## config.mk

```make
export PLATFORM = sky130hd
export DESIGN_NAME = speed_pi_loop
export DESIGN_NICKNAME = d
export VERILOG_FILES = /design/src/rtl/foc_pkg.sv /design/src/rtl/speed_pi_loop_mac.sv /design/src/rtl/speed_pi_loop.sv
export SDC_FILE = /design/constraint.sdc
export NUM_CORES = 1
export LEC_CHECK = 0
export CAP_MARGIN = 20
export CORE_ASPECT_RATIO = 0.7
export CORE_MARGIN = 2
export CORE_UTILIZATION = 64
export DETAILED_ROUTE_END_ITERATION = 6
export PLACE_DENSITY = 0.83
export SLEW_MARGIN = 20
export SYNTH_ARGS = -nofsm -noshare
export SYNTH_HDL_FRONTEND = slang
export SYNTH_SLANG_ARGS = --single-unit
```

## constraint.sdc

```tcl
create_clock -name clk -period 12.1 [get_ports clk]
set_input_delay 1.815 -clock clk [delete_from_list [all_inputs] [get_ports clk]]
set_output_delay 1.815 -clock clk [all_outputs]
set_load 0.01 [all_outputs]
```

## src/rtl/foc_pkg.sv

```systemverilog
// foc_pkg: types and helpers shared by the FOC control loops.
//   q_t         default-width signed fixed-point sample (Q1.9)
//   pi_state_e  PI update sequencer states
//   sat_signed  symmetric clamp of a signed value to [-lim, +lim]
package foc_pkg;

   localparam int Q_N = 10;
   localparam int Q_F = 9;

   typedef logic signed [Q_N-1:0] q_t;

   typedef enum logic [2:0] {
      IDLE,
      ERR,
      PROP,
      SUM,
      INTEG
   } pi_state_e;

   // The negative bound is -lim, never the most negative code, so the clamp
   // stays symmetric for every limit.
   function automatic logic signed [31:0] sat_signed(input logic signed [31:0] value,
                                                      input logic        [31:0] lim);
      logic signed [31:0] hi;
      hi = signed'(lim);
      if (value > hi)
         return hi;
      else if (value < -hi)
         return -hi;
      else
         return value;
   endfunction

endpackage

```

## src/rtl/speed_pi_loop_mac.sv

```systemverilog
// pi_mac: registered signed multiply with shift-accumulate, time-shared by
// the speed PI sequencer.
//   clk, rst_n  clock, synchronous active-low reset
//   en          register the new sum this cycle
//   load        1: sum = a*b ; 0: sum = acc + a*b
//   a, b        signed operands
//   acc_sh      registered accumulator >>> F (floor)
//   sum_sh      combinational (base + a*b) >>> F (floor)
module pi_mac #(
   parameter int AW = 10,
   parameter int BW = 18,
   parameter int F  = 9,
   parameter int MW = AW + BW + 1
) (
   input  logic                 clk,
   input  logic                 rst_n,
   input  logic                 en,
   input  logic                 load,
   input  logic signed [AW-1:0] a,
   input  logic signed [BW-1:0] b,
   output logic signed [MW-1:0] acc_sh,
   output logic signed [MW-1:0] sum_sh
);

   logic signed [MW-1:0] acc;
   logic signed [MW-1:0] prod;
   logic signed [MW-1:0] base;
   logic signed [MW-1:0] sum;

   always_comb begin
      // Extend before multiplying so the product is formed at full width.
      prod   = MW'(a) * MW'(b);
      base   = load ? '0 : acc;
      sum    = base + prod;
      acc_sh = acc >>> F;
      sum_sh = sum >>> F;
   end

   always_ff @(posedge clk) begin
      if (!rst_n)
         acc <= '0;
      else if (en)
         acc <= sum;
   end

endmodule

```

## src/rtl/speed_pi_loop.sv

```systemverilog
// speed_pi_loop: sequenced speed-loop PI controller (speed error -> torque
// reference) with runtime gains, symmetric torque limit and back-calculation
// anti-windup. One shared multiplier: kp*e in PROP, ki*e in SUM, kaw*(u_sat-u)
// accumulated in INTEG.
//   clk, rst_n           clock, synchronous active-low reset
//   en                   loop enable; low clears integrator and torque_ref
//   sample_valid         one-cycle start strobe (accepted in IDLE with en=1)
//   speed_ref, speed     signed Q.F speed reference and measurement
//   kp, ki, kaw          signed Q.F gains
//   torque_lim           unsigned magnitude limit
//   torque_ref           registered signed torque reference
//   torque_valid         one-cycle pulse on torque_ref update
//   busy                 update in flight
//   saturated            unclamped output exceeded the limit
//   overrun              sticky: strobe arrived while busy
// Build option: SPEED_PI_RAMP_EN adds a per-sample slew limiter (RAMP_STEP)
// on speed_ref ahead of the error stage.
module speed_pi_loop
   import foc_pkg::*;
#(
   parameter int N = Q_N,
   parameter int F = Q_F,
`ifdef SPEED_PI_RAMP_EN
   parameter int RAMP_STEP = 4,
`endif
   parameter int ACC_W = 16
) (
   input  logic                clk,
   input  logic                rst_n,
   input  logic                en,
   input  logic                sample_valid,
   input  logic signed [N-1:0] speed_ref,
   input  logic signed [N-1:0] speed,
   input  logic signed [N-1:0] kp,
   input  logic signed [N-1:0] ki,
   input  logic signed [N-1:0] kaw,
   input  logic        [N-2:0] torque_lim,
   output logic signed [N-1:0] torque_ref,
   output logic                torque_valid,
   output logic                busy,
   output logic                saturated,
   output logic                overrun
);

   localparam int BW = ACC_W + 2;
   localparam int MW = N + BW + 1;
   localparam logic signed [31:0] I_MAX = 32'(2**(ACC_W-1) - 1);
   localparam logic signed [31:0] I_MIN = -I_MAX - 32'sd1;

   pi_state_e state;

   logic signed [N-1:0]     ref_r, speed_r, kp_r, ki_r, kaw_r;
   logic        [N-2:0]     lim_r;
   logic signed [N:0]       e_r;
   logic signed [BW-1:0]    d_r;
   logic signed [ACC_W-1:0] i_acc;

   logic signed [N-1:0]     ref_eff;
   logic signed [N-1:0]     mac_a;
   logic signed [BW-1:0]    mac_b;
   logic                    mac_en, mac_load;
   logic signed [MW-1:0]    mac_acc_sh, mac_sum_sh;
   logic signed [31:0]      u, u_sat, i_sum;
   logic signed [ACC_W-1:0] i_next;

`ifdef SPEED_PI_RAMP_EN
   localparam logic signed [N:0] RS = (N+1)'(RAMP_STEP);

   logic signed [N-1:0] ramp_ref, ramp_next;
   logic signed [N:0]   ramp_diff;

   always_comb begin
      ramp_diff = (N+1)'(speed_ref) - (N+1)'(ramp_ref);
      if (ramp_diff > RS)
         ramp_next = ramp_ref + N'(RAMP_STEP);
      else if (ramp_diff < -RS)
         ramp_next = ramp_ref - N'(RAMP_STEP);
      else
         ramp_next = speed_ref;
      ref_eff = ramp_next;
   end
`else
   always_comb ref_eff = speed_ref;
`endif

   // Multiplier schedule: PROP loads kp*e (read in SUM), SUM loads ki*e,
   // INTEG adds kaw*(u_sat-u) and the combinational sum feeds the integrator.
   always_comb begin
      mac_a    = kp_r;
      mac_b    = BW'(e_r);
      mac_en   = 1'b0;
      mac_load = 1'b1;
      case (state)
         PROP: begin
            mac_en = en;
         end
         SUM: begin
            mac_a  = ki_r;
            mac_en = en;
         end
         INTEG: begin
            mac_a    = kaw_r;
            mac_b    = d_r;
            mac_en   = en;
            mac_load = 1'b0;
         end
         default: ;
      endcase
   end

   pi_mac #(
      .AW (N),
      .BW (BW),
      .F  (F),
      .MW (MW)
   ) u_mac (
      .clk    (clk),
      .rst_n  (rst_n),
      .en     (mac_en),
      .load   (mac_load),
      .a      (mac_a),
      .b      (mac_b),
      .acc_sh (mac_acc_sh),
      .sum_sh (mac_sum_sh)
   );

   always_comb begin
      u     = 32'(mac_acc_sh) + 32'(i_acc);
      u_sat = sat_signed(u, 32'(lim_r));
      i_sum = 32'(i_acc) + 32'(mac_sum_sh);
      if (i_sum > I_MAX)
         i_next = ACC_W'(I_MAX);
      else if (i_sum < I_MIN)
         i_next = ACC_W'(I_MIN);
      else
         i_next = ACC_W'(i_sum);
   end

   always_ff @(posedge clk) begin
      if (!rst_n) begin
         state        <= IDLE;
         ref_r        <= '0;
         speed_r      <= '0;
         kp_r         <= '0;
         ki_r         <= '0;
         kaw_r        <= '0;
         lim_r        <= '0;
         e_r          <= '0;
         d_r          <= '0;
         i_acc        <= '0;
         torque_ref   <= '0;
         torque_valid <= 1'b0;
         busy         <= 1'b0;
         saturated    <= 1'b0;
         overrun      <= 1'b0;
`ifdef SPEED_PI_RAMP_EN
         ramp_ref     <= '0;
`endif
      end else begin
         torque_valid <= 1'b0;
         if (sample_valid && busy)
            overrun <= 1'b1;
         if (!en) begin
            // Disable aborts any update in flight and drops the output.
            state      <= IDLE;
            busy       <= 1'b0;
            i_acc      <= '0;
            torque_ref <= '0;
            saturated  <= 1'b0;
`ifdef SPEED_PI_RAMP_EN
            ramp_ref   <= '0;
`endif
         end else begin
            case (state)
               IDLE: begin
                  if (sample_valid) begin
                     ref_r   <= ref_eff;
                     speed_r <= speed;
                     kp_r    <= kp;
                     ki_r    <= ki;
                     kaw_r   <= kaw;
                     lim_r   <= torque_lim;
                     busy    <= 1'b1;
                     state   <= ERR;
`ifdef SPEED_PI_RAMP_EN
                     ramp_ref <= ramp_next;
`endif
                  end
               end
               ERR: begin
                  e_r   <= (N+1)'(ref_r) - (N+1)'(speed_r);
                  state <= PROP;
               end
               PROP: begin
                  state <= SUM;
               end
               SUM: begin
                  torque_ref   <= N'(u_sat);
                  saturated    <= (u != u_sat);
                  torque_valid <= 1'b1;
                  d_r          <= BW'(u_sat - u);
                  state        <= INTEG;
               end
               INTEG: begin
                  i_acc <= i_next;
                  busy  <= 1'b0;
                  state <= IDLE;
               end
               default: begin
                  busy  <= 1'b0;
                  state <= IDLE;
               end
            endcase
         end
      end
   end

endmodule

```

After elaboration in Yosys (flattened, before gate mapping)
Cells that the tools add are included.
{"block": "word_totals", "ff_bits": 150, "latch_bits": 0, "mem_bits_rw": 0, "rom_bits": 0, "in_bits": 63, "output_inout_bits": 14, "memories": 0}
{"block": "op_classes", "add_sub_neg": 6, "multipliers": 1, "div": 0, "order_cmp": 4, "eq_ne": 6, "shifts": 0, "muxes": 13, "bitwise": 1, "reduce_logical": 9}
{"op": "32-bit 2-to-1 mux", "n": 2}
{"op": "21-bit by 32-bit less-than comparator with 1-bit output", "n": 1}
{"op": "16-bit 2-to-1 mux", "n": 2}
{"op": "21-bit by 32-bit != test with 1-bit output", "n": 1}
{"op": "9-bit negation with 32-bit output", "n": 1}
{"op": "29-bit by 28-bit adder with 29-bit output", "n": 1}
{"op": "29-bit 2-to-1 mux", "n": 1}
{"op": "10-bit by 18-bit multiplier with 28-bit output", "n": 1}
{"op": "16-bit by 20-bit adder with 21-bit output", "n": 1}
{"op": "20-bit by 16-bit adder with 21-bit output", "n": 1}
{"op": "21-bit by 10-bit greater-than comparator with 1-bit output", "n": 1}
{"op": "21-bit by 16-bit greater-than comparator with 1-bit output, second input constant", "n": 1}
{"op": "21-bit by 16-bit less-than comparator with 1-bit output, second input constant", "n": 1}
{"op": "10-bit one-hot mux with 2 select lines", "n": 1}
{"op": "18-bit 2-to-1 mux", "n": 1}
{"op": "18-bit subtractor", "n": 1}
{"op": "3-bit one-hot mux with 4 select lines", "n": 1}
{"op": "10-bit by 10-bit subtractor with 11-bit output", "n": 1}
{"op": "2-bit AND reduction", "n": 4}
{"op": "3-bit by 2-bit equality test with 1-bit output, second input constant", "n": 2}
{"op": "3-bit OR reduction", "n": 2}
{"op": "3-bit by 1-bit equality test with 1-bit output, second input constant", "n": 1}
{"op": "3-bit equality test, second input constant", "n": 1}
{"op": "3-bit zero test", "n": 1}
{"op": "other kinds (7)", "n": 9}

Logic depth before layout (Yosys ltp)
Gate-level depths: netlist of run 1.
{"block": "logic_depth", "word_depth": 8, "ltp_mapped": 41, "ltp_nobuf": 36}

Modules after synthesis
A second synthesis of run 1 with hierarchy kept.
{"block": "hier_totals", "cells_unflattened": 2534, "area_unflattened_um2": 20333.3}
{"mod": "speed_pi_loop", "n_inst": 1, "cells_each": 1470, "area_each_um2": 11060.6, "seq_area_each_um2": 2422.3}
{"mod": "pi_mac", "n_inst": 1, "cells_each": 1064, "area_each_um2": 9272.6, "seq_area_each_um2": 580.6}

Worst setup path after synthesis of run 1
No wires, ideal clock.
{"block": "synth_path", "path_kind": "reg-to-reg", "from": "register state[0]", "to": "register i_acc[10]", "t_arrival_ps": 8978, "t_required_ps": 12030, "setup_slack_ps": 3052, "path_stages_with_launch": 39, "path_buffers": 5, "period_less_slack_ps": 9048, "cell_sequence": "dfxtp_1 -> clkbuf_1 -> nor2_1 -> and2_1 -> clkbuf_1 -> clkbuf_1 -> nand2_1 -> a31oi_1 -> clkbuf_1 -> nand2_1 -> fa_1 -> fa_1 -> inv_1 -> fa_1 -> fa_1 -> inv_1 -> fa_1 -> inv_1 -> (+3 left out) -> a211oi_1 -> nor2_1 -> or3_1 -> o221ai_1 -> o21ai_0 -> xor2_1 -> ha_1 -> and2_0 -> a31oi_1 -> o21ai_0 -> a22o_1 -> a211oi_1 -> o21ai_0 -> xnor2_1 -> o41ai_2 -> buf_2 -> nand2_1 -> a21oi_1"}
{"block": "synth_between", "elab_chain_len": 8}
{"element": "start, declared", "line": "speed_pi_loop.sv:50", "source": "pi_state_e state;"}
{"element": "start signal, assigned", "line": "speed_pi_loop.sv:141", "source": "state <= IDLE;"}
{"element": "start signal, assigned", "line": "speed_pi_loop.sv:165", "source": "state <= IDLE;"}
{"element": "start signal, assigned", "line": "speed_pi_loop.sv:184", "source": "state <= ERR;"}
{"element": "3-bit equality test / 3-bit by 2-bit equality test with 1-bit output (equally long branches)", "line": "speed_pi_loop.sv:93", "source": "case (state)"}
{"element": "10-bit one-hot mux with 2 select lines / 18-bit 2-to-1 mux (equally long branches)", "line": "speed_pi_loop.sv:93"}
{"element": "10-bit by 18-bit multiplier with 28-bit output", "line": "speed_pi_loop_mac.sv:32", "source": "prod = MW'(a) * MW'(b);"}
{"element": "29-bit by 28-bit adder with 29-bit output *", "line": "speed_pi_loop_mac.sv:34", "source": "sum = base + prod;"}
{"element": "via mac_sum_sh[14]", "line": "speed_pi_loop.sv:62", "source": "logic signed [MW-1:0] mac_acc_sh, mac_sum_sh;"}
{"element": "16-bit by 20-bit adder with 21-bit output *", "line": "speed_pi_loop.sv:130", "source": "i_sum = 32'(i_acc) + 32'(mac_sum_sh);"}
{"element": "21-bit by 16-bit less-than comparator with 1-bit output", "line": "speed_pi_loop.sv:133", "source": "else if (i_sum < I_MIN)"}
{"element": "16-bit 2-to-1 mux", "line": "speed_pi_loop.sv:133"}
{"element": "16-bit 2-to-1 mux *", "line": "speed_pi_loop.sv:131", "source": "if (i_sum > I_MAX)"}
{"element": "end signal, assigned", "line": "speed_pi_loop.sv:205", "source": "i_acc <= i_next;"}
{"element": "end, declared", "line": "speed_pi_loop.sv:56", "source": "logic signed [ACC_W-1:0] i_acc;"}
The timed path passes the listed nets; every way through them passes the cells marked *.
A chain may end at the register's enable or synchronous reset.

Worst setup path after layout of run 1
{"block": "layout_path", "from": "register state[2]", "to": "register i_acc[6]"}
Same word-level chain as after synthesis.

==> results of run 1 <==
[layout by cell type (no fill, tap or decap), types with 36 or more instances in the layout]
cell             instances
xnor2_1                 53
nand3_1                 36
o21ai_0                 85
nand2_1                407
inv_1                  296
a21boi_0                47
a21oi_1                176
fa_1                   190
clkdlybuf4s50_1         75
dfxtp_1                150
and3_1                  44
ha_1                   177
nor2_1                 127
a21o_1                  44
[stage by stage]
stage / setup slack [ps] / util, % / hold slack (ps)
floorplan: 3050 / - / 432
global placement: 2170 / 68.5 / 444
detailed placement: 1770 / 68.5 / 448
CTS: 1660 / 70.8 / 460
global route: 1220 / 70.8 / 480
finish: 1830 / 70.8 / 462
[cell families (layout without fill, tap and decap cells)]
| kind of cell | after synthesis | after routing |
|---|---|---|
| AND/OR/NAND/NOR | 775 | 775 |
| AO/OA/AOI/OAI | 496 | 496 |
| buffers and inverters | 386 | 422 |
| adder cells (fa/ha/maj) | 367 | 367 |
| flip-flops | 150 | 150 |
| XOR/XNOR | 79 | 79 |
| multiplexers | 15 | 15 |
[cell usage after synthesis, types with 45 or more instances]
cell type | count | area share (%)
inv_1 | 297 | 6.2
nor2_1 | 127 | 2.6
a21boi_0 | 48 | 2.0
a21oi_1 | 176 | 4.9
clkbuf_1 | 77 | 1.6
and3_1 | 45 | 1.6
dfxtp_1 | 150 | 17
fa_1 | 190 | 21
ha_1 | 177 | 12
nand2_1 | 407 | 8.5
o21ai_0 | 86 | 2.4
xnor2_1 | 53 | 2.6
[sequential cells by signal (all words and copies together), names as in the netlist]
name	cells
busy	1
d_r	18
e_r	11
i_acc	16
kaw_r	10
ki_r	10
kp_r	10
lim_r	9
overrun	1
ref_r	10
saturated	1
speed_r	10
state	3
torque_ref	10
torque_valid	1
u_mac.acc	29
[power groups by stage]
stage          registers, uW  logic [uW]  clock network (uW)
3_3_place_gp             527         446                   0
4_1_cts                  516         464                 564
6_report                 516         477                 559
3_5_place_dp             527         459                   0
2_1_floorplan            522         345                   0
5_1_grt                  518         525                 581
[cell type report]
cell class                      count  area, um^2  share of cell area [%]
Clock inverter                     15         196                   0.999
Tap cell                          371         464                    2.36
Sequential cell                   150        3000                    15.3
Timing Repair Buffer               93         883                    4.49
Multi-Input combinational cell   1732       13600                    69.0
Clock buffer                       17         425                    2.16
Inverter                          297        1120                    5.68
[worst paths after layout]
| path | from | to | depth (start not counted) |
|---|---|---|---|
| worst max-delay path | state[2] | i_acc[6] | 33 |
| worst min-delay path | kaw_r[3] | kaw_r[3] | 2 |
| worst min register to register | kaw_r[3] | kaw_r[3] | 2 |
| worst max register to register | state[2] | i_acc[6] | 33 |
[worst max-delay path: cells and delay by family, from the launching register on]
kind	cells	cell delay (ps)
xor gates and xnor gates	2	440
buffers and inverters	3	320
DFF	1	300
AOI/OAI and AO/OA	14	3810
and+or+nand+nor	7	1920
adders and majority gates	7	3360
[metal layers]
metal | vias up | share of wire [%] | track usage (%)
met5 | - | 0.019 | 0
met4 | 2 | 2.9 | 11.3
met3 | 107 | 13 | 12.6
met2 | 877 | 40 | 51.5
met1 | 7646 | 44 | 52.6
li1 | 7592 | - | -
==> impl_metrics.ini, run 1 <==
[outcome]
status = finished, final reports clean

[final_layout]
design_area_mm2 = 0.0197
area_delta_synth_final_pct = 9.10
nets = 2721
layout-drive-gt1-share_pct = 3.95
diodes = 0
nFillCells = 2187
final_cell_count_no_fill = 2675

[drt]
drcViolationCount = 0
wl_per_cell_um = 19.6
drt_first_iter_violations = 2000
firstDrtPassIters = 6
antenna_left = 0
drt_wl_total_um = 52500
num_vias = 16200
via_per_inst = 6.07

[timing]
slew_violations = 0
fmax_ghz = 0.0973
setup-tns-final_ps = 0
setup_violations = 0
period_share_pct = 84.9
hold_viol_final = 0
rsz0062_at_grt = false
finClkSkew_ps = 16.5
maxSlewHeadroom_pct = 31.9
fin_crit_ps = 10270
max_slew.worst_pin.slew_ps = 1020

[global_route]
grt_max_degree = 71
first_global_vias = 15400
antenna_found_initial = 1
overflow = 0
grt.total_usage_pct = 36.6
grt_pass1_wl_um = 82900

[synth]
syn_area_per_cell_um2 = 7.95
synth_top_family_by_area = adder cells
synthSimpleGateAreaFrac_pct = 19.4
synthMuxAreaShare_pct = 0.833
synthFlopType = dfxtp_1
synth-async-reset-ratio_pct = 0
synth_area_mm2 = 0.0180
synthCells = 2268
syn_nets = 2698
synth-xor-area-share_pct = 3.88
ys_seq_elements = 150
synth_enable_flop_cells = 0
synthAdderAreaFrac_pct = 33.4
synth_cell_types = 76
yosys_warnings = 0
ys_seq_area_share_pct = 16.7
synth-compound-area-share_pct = 17.6

[power]
total_leakage_power_uw = 0.00907
ir_drop_mv = 0.120
finalPower_uw = 1550
internal_power_uw = 978
combPwrFrac_pct = 30.7
power_frac_clock_pct = 36.0
switching_power_uw = 574
swShare_pct = 37.0
pwr-share-seq_pct = 33.3
powerDensity_mw_per_mm2 = 78.9

[cts]
cts_sinks = 150
clk_pin_slew_ps = 80
hold_buffers = 0
clk_path_buf_depth = 2
htreeDepth = 4
clockRootBuffer = clkbuf_16
cts_setup_buffers = 0
cts-buffers-inserted = 17
cts.repair.resized = 0
worstSkewPairLatency_ps = 460
cts_tree = done

[setup_path]
slowest_delay_ps = 750
cp_common_cell = fa_1
crit_required_ps = 12490
reg2reg_slack_ps = 1830
arrival_ps = 10660
crit_path_max_fanout = 34
crit_slowest_cell = a21oi_1
path_class = flip-flop to flip-flop
setup.worst_path.end_class = flip-flop
worst_setup_path_start_kind = flip-flop

[floorplanning]
start_util_pct = 64.9
dieArea_mm2 = 0.0295
rows = 51
die_w_um = 205
die_h_um = 144
io_pins = 77
core_area_mm2 = 0.0278

[placement]
dpl.hpwl_um = 42200
port_buffers = 76
finalWeightedCongestion = 0.980
placed_cell_area_mm2 = 0.0190
dp.cells = 2643

[flow_run]
drv_cap = 0

[hold_path]
hold_path_class = flip-flop to flip-flop
No activity file was read; power rests on OpenSTA's default activity.
==> inputs of run 2 (changes only) <==
--- a/config.mk
+++ b/config.mk
@@ -8,9 +8,9 @@
 export CAP_MARGIN = 20
 export CORE_ASPECT_RATIO = 0.7
 export CORE_MARGIN = 2
-export CORE_UTILIZATION = 64
+export CORE_UTILIZATION = 57
 export DETAILED_ROUTE_END_ITERATION = 6
-export PLACE_DENSITY = 0.83
+export PLACE_DENSITY = 0.79
 export SLEW_MARGIN = 20
 export SYNTH_ARGS = -nofsm -noshare
 export SYNTH_HDL_FRONTEND = slang
==> constraint.sdc (replaced) <==
create_clock -name clk -period 8.2 [get_ports clk]
set_input_delay 1.23 -clock clk [delete_from_list [all_inputs] [get_ports clk]]
set_output_delay 1.23 -clock clk [all_outputs]
set_load 0.01 [all_outputs]
==> impl_metrics.ini, run 2 (synthesized netlist as in run 1, its figures left out) <==
[placement]
dp.cells = 2885
dpl.hpwl_um = 43800
dp_slack_ps = -397
finalWeightedCongestion = 0.989
port_buffers = 76

[timing]
timing.hold.ws_ps = 462
hold_viol_final = 0
finClkSkew_ps = 18.2
slew_violations = 0
maxSlewHeadroom_pct = 25.9
fmax_ghz = 0.118
worst_slack_ps = -275
rsz0062_at_grt = true
fin_crit_ps = 8470
max_slew.worst_pin.slew_ps = 1110
period_share_pct = 103
setup_violations = 15

[global_route]
overflow = 0
grt.total_usage_pct = 34.3
grt_pass1_wl_um = 89900
grt_max_degree = 71
antenna_found_initial = 1
first_global_vias = 17400

[cts]
hold_buffers = 0
clockRootBuffer = clkbuf_16
cts-buffers-inserted = 17
clk_path_buf_depth = 2
cts_sinks = 150
htreeDepth = 4
clk_pin_slew_ps = 70
worstSkewPairLatency_ps = 460
cts_tree = done

[floorplanning]
die_w_um = 217
start_util_pct = 57.9
dieArea_mm2 = 0.0331
rows = 54
core_area_mm2 = 0.0311
die_h_um = 153
io_pins = 77

[final_layout]
utilization_pct = 72.9
nFillCells = 2325
mostFrequentLayoutCells = 381 x nand2_1, 280 x inv_1, 218 x buf_4, 177 x fa_1, 162 x ha_1
layout-drive-gt1-share_pct = 19.3
area_delta_synth_final_pct = 25.9
nets = 2953
final_common_cell = nand2_1
reg_top3 = u_mac.acc: 29 flops, d_r: 18 flops, i_acc: 16 flops
final_cell_count_no_fill = 2957
largest_reg_flops = 29
largest-register = u_mac.acc

[power]
switching_power_uw = 877
pwr-share-seq_pct = 31.4
total_leakage_power_uw = 0.0105
ir_drop_mv = 0.136
power_frac_clock_pct = 34.9
powerDensity_mw_per_mm2 = 107
swShare_pct = 36.2
combPwrFrac_pct = 33.7
internal_power_uw = 1550

[setup_path]
crit_buf_inv = 10
crit_path_max_fanout = 6
path_class = flip-flop to flip-flop
setup.worst_path.end_class = flip-flop
crit_slowest_cell = fa_1
worst_setup_path_start_kind = flip-flop
slowest_delay_ps = 540
arrival_ps = 8850
crit_required_ps = 8570
cp_top_family = adder cells

[drt]
num_vias = 17300
wl_per_cell_um = 19.3
drt_wl_total_um = 57100
antenna_left = 0
drcViolationCount = 0
firstDrtPassIters = 6
via_per_inst = 5.86
drt_first_iter_violations = 1795

[hold_path]
hold_path_class = flip-flop to flip-flop

[outcome]
violations = negative setup slack
status = finished with violations

[flow_run]
drv_cap = 0
==> run 2: cell count changes in the layout (fill, tap and decap cells not counted), moves of 16 or more <==
cell	previous run	this run
a21oi_2	1	28
nand2_2	0	19
inv_1	296	280
nand2_1	407	381
a21oi_1	176	146
buf_4	17	218
inv_2	0	17
==> run 2: worst min-delay path, stage by stage, from the launching register on <==
cell     delay, ps
dfxtp_1        320
nand2_1         50
a21oi_1         50
==> run 2: area by class of cell <==
cell class,count,area [um^2],share of cell area [%]
antenna,1,2.50,0.0110
clock inverter,15,195,0.860
multi-input combinational,1733,14500,63.7
inverter,297,1110,4.91
timing repair buffer,324,2960,13.0
sequential,150,3010,13.3
clock buffer,17,425,1.87
tap,420,526,2.32
==> run 2: stage by stage <==
stage	power (uW)	area, um^2	setup TNS [ps]
global route	2540	22700	-6660
floorplan	1280	18200	0
global placement	1510	20800	-4840
CTS	2380	21900	0
detailed placement	1530	20800	-5430
finish	2430	22700	-3550
==> run 2: final timing paths <==
check	from	endpoint	slack [ps]	cells past startpoint
setup / recovery	state[1]	i_acc[14]	-270	37
hold reg to reg	kaw_r[2]	kaw_r[2]	460	2
hold / removal	kaw_r[2]	kaw_r[2]	460	2
setup reg to reg	state[1]	i_acc[14]	-270	37
==> run 2: repair_timing <==
item                                   4_1_cts  5_1_grt
endpoints found under the hold margin        0        0
buffers inserted                            11       20
setup endpoints to repair                   16       16
cloned                                       4        4
resized for setup                           85      129
pin swaps                                   48       45
==> run 2: layer usage <==
metal  part of all wire [%]  wire length [um]  vias up  track usage, %
li1                       -                 -     8057               -
met1                     43             24400     8357            47.8
met2                     44             25000      795            52.3
met4                    2.2              1280        0            8.81
met3                     11              6460      109            10.1
met5                      0                 0        -               0
==> run 2: power groups by stage <==
stage	registers, uW	logic (uW)	clock network (uW)
after detailed placement	778	749	0
after CTS	761	773	850
final	762	818	846
after floorplan	771	514	0
after global placement	777	728	0
after global routing	764	900	879
==> inputs of run 3 (changes only) <==
--- a/config.mk
+++ b/config.mk
@@ -15,3 +15,4 @@
 export SYNTH_ARGS = -nofsm -noshare
 export SYNTH_HDL_FRONTEND = slang
 export SYNTH_SLANG_ARGS = --single-unit
+export TNS_END_PERCENT = 20
==> impl_metrics.ini, run 3 (synthesized netlist as in run 1, its figures left out) <==
[setup_path]
regToRegStartpoint = state[0]
setup.worst_path.end = i_acc[1]
path_class = flip-flop to flip-flop
crit_required_ps = 8550
crit_slowest_cell = or4_4
arrival_ps = 8720
r2r-end = i_acc[1]
cp-startpoint = state[0]
setup.worst_path.end_class = flip-flop
reg2reg_slack_ps = -170
cp_common_cell = fa_1
reg2regPathDepth = 34
crit_path_max_fanout = 15
slowest_delay_ps = 590
worst_setup_path_start_kind = flip-flop

[power]
powerDensity_mw_per_mm2 = 109
ir_drop_mv = 0.136
total_leakage_power_uw = 0.0103

[final_layout]
utilization_pct = 70.8
layout-drive-gt1-share_pct = 15.5
largest_reg_flops = 29
reg_top3 = u_mac.acc: 29 flops, d_r: 18 flops, i_acc: 16 flops
largest-register = u_mac.acc
final_common_cell = nand2_1
design_area_mm2 = 0.0221
nets = 2933
mostFrequentLayoutCells = 395 x nand2_1, 295 x inv_1, 209 x buf_4, 182 x fa_1, 171 x ha_1
area_delta_synth_final_pct = 22.4
diodes = 0

[timing]
rsz0062_at_grt = true
setup_violations = 15
slew_violations = 0
fin_crit_ps = 8370
fmax_ghz = 0.119
hold_viol_final = 0
setup-tns-final_ps = -1950
finClkSkew_ps = 16.0
max_slew.worst_pin.slew_ps = 1100
worst_slack_ps = -172
period_share_pct = 102
timing.hold.ws_ps = 456
maxSlewHeadroom_pct = 26.6

[cts]
cts-buffers-inserted = 17
clockRootBuffer = clkbuf_16
worstSkewPairLatency_ps = 450
hold_buffers = 0
htreeDepth = 4
cts_tree = done
cts_sinks = 150
clk_pin_slew_ps = 70
clk_path_buf_depth = 2

[placement]
dp_slack_ps = -397
port_buffers = 76
finalWeightedCongestion = 0.989
placed_cell_area_mm2 = 0.0208
dpl.hpwl_um = 43800

[global_route]
grt_max_degree = 71
antenna_found_initial = 1
grt_pass1_wl_um = 89900
first_global_vias = 17400
overflow = 0
grt.total_usage_pct = 34.3

[drt]
antenna_left = 0
num_vias = 17000
drt_wl_total_um = 55200
drcViolationCount = 0
via_per_inst = 5.78
firstDrtPassIters = 5
wl_per_cell_um = 18.8
drt_first_iter_violations = 1494

[floorplanning]
rows = 54
core_area_mm2 = 0.0311
io_pins = 77
dieArea_mm2 = 0.0331
die_h_um = 153
start_util_pct = 57.9
die_w_um = 217

[flow_run]
drv_cap = 0

[outcome]
status = finished with violations
violations = negative setup slack

[hold_path]
hold_path_class = flip-flop to flip-flop
-- run 3: cell count changes in the layout (fill, tap and decap cells not counted), moves of 10 or more --
cell	change
a21oi_1	+12
nand2_1	+14
inv_2	-15
inv_1	+15
nand2_2	-10
-- run 3: repair_timing --
item | CTS | global route
setup endpoints to repair | 16 | 16
pin swaps | 48 | 11
gates cloned | 4 | 0
buffers inserted | 11 | 4
resized for setup | 85 | 24
-- run 3: worst min path at each step --
| stage | startpoint | to | depth (start not counted) | slack (ps) |
|---|---|---|---|---|
| 2_1_floorplan | d_r[2] | d_r[2] | 2 | 430 |
| 3_3_place_gp | kaw_r[8] | kaw_r[8] | 2 | 440 |
| 3_5_place_dp | kaw_r[8] | kaw_r[8] | 2 | 450 |
| 4_1_cts | kaw_r[8] | kaw_r[8] | 2 | 460 |
| 5_1_grt | kaw_r[8] | kaw_r[8] | 2 | 480 |
| 6_report | kaw_r[8] | kaw_r[8] | 2 | 460 |
-- run 3: metrics by stage --
step	power [uW]	instances
detailed placement	1530	2885
global route	2520	2936
CTS	2380	2932
finish	2400	2936
floorplan	1280	2268
global placement	1510	2884
-- run 3: area by class of cell --
class	instances	area, um^2
well taps	420	526
clock inverters	15	195
repair buffers	304	2720
flip-flops and latches	150	3010
inverters	297	1110
clock buffers	17	425
multi-input cells	1733	14100
fillers	2448	9080
-- run 3: report_power, final --
| part | internal (uW) | switching [uW] | leakage (uW) |
|---|---|---|---|
| clock network | 443 | 401 | 0.000304 |
| registers | 745 | 16.4 | 0.00122 |
| logic | 348 | 443 | 0.00878 |
-- run 3: routing by layer --
| metal | vias up | global-route usage [%] | wire length (um) |
|---|---|---|---|
| met1 | 8127 | 47.8 | 24100 |
| met2 | 753 | 52.3 | 23800 |
| met5 | - | 0 | 0 |
| met4 | 0 | 8.81 | 1160 |
| met3 | 96 | 10.1 | 6080 |
| li1 | 8005 | - | - |
-- run 3: critical path, delay by kind of cell, from the launching register on --
| kind | cells | cell delay [ps] |
|---|---|---|
| fa+ha+maj | 7 | 3080 |
| simple gates | 11 | 2200 |
| compound gates | 8 | 1740 |
| buf+inv | 6 | 590 |
| flops | 1 | 340 |
| xor+xnor | 2 | 320 |
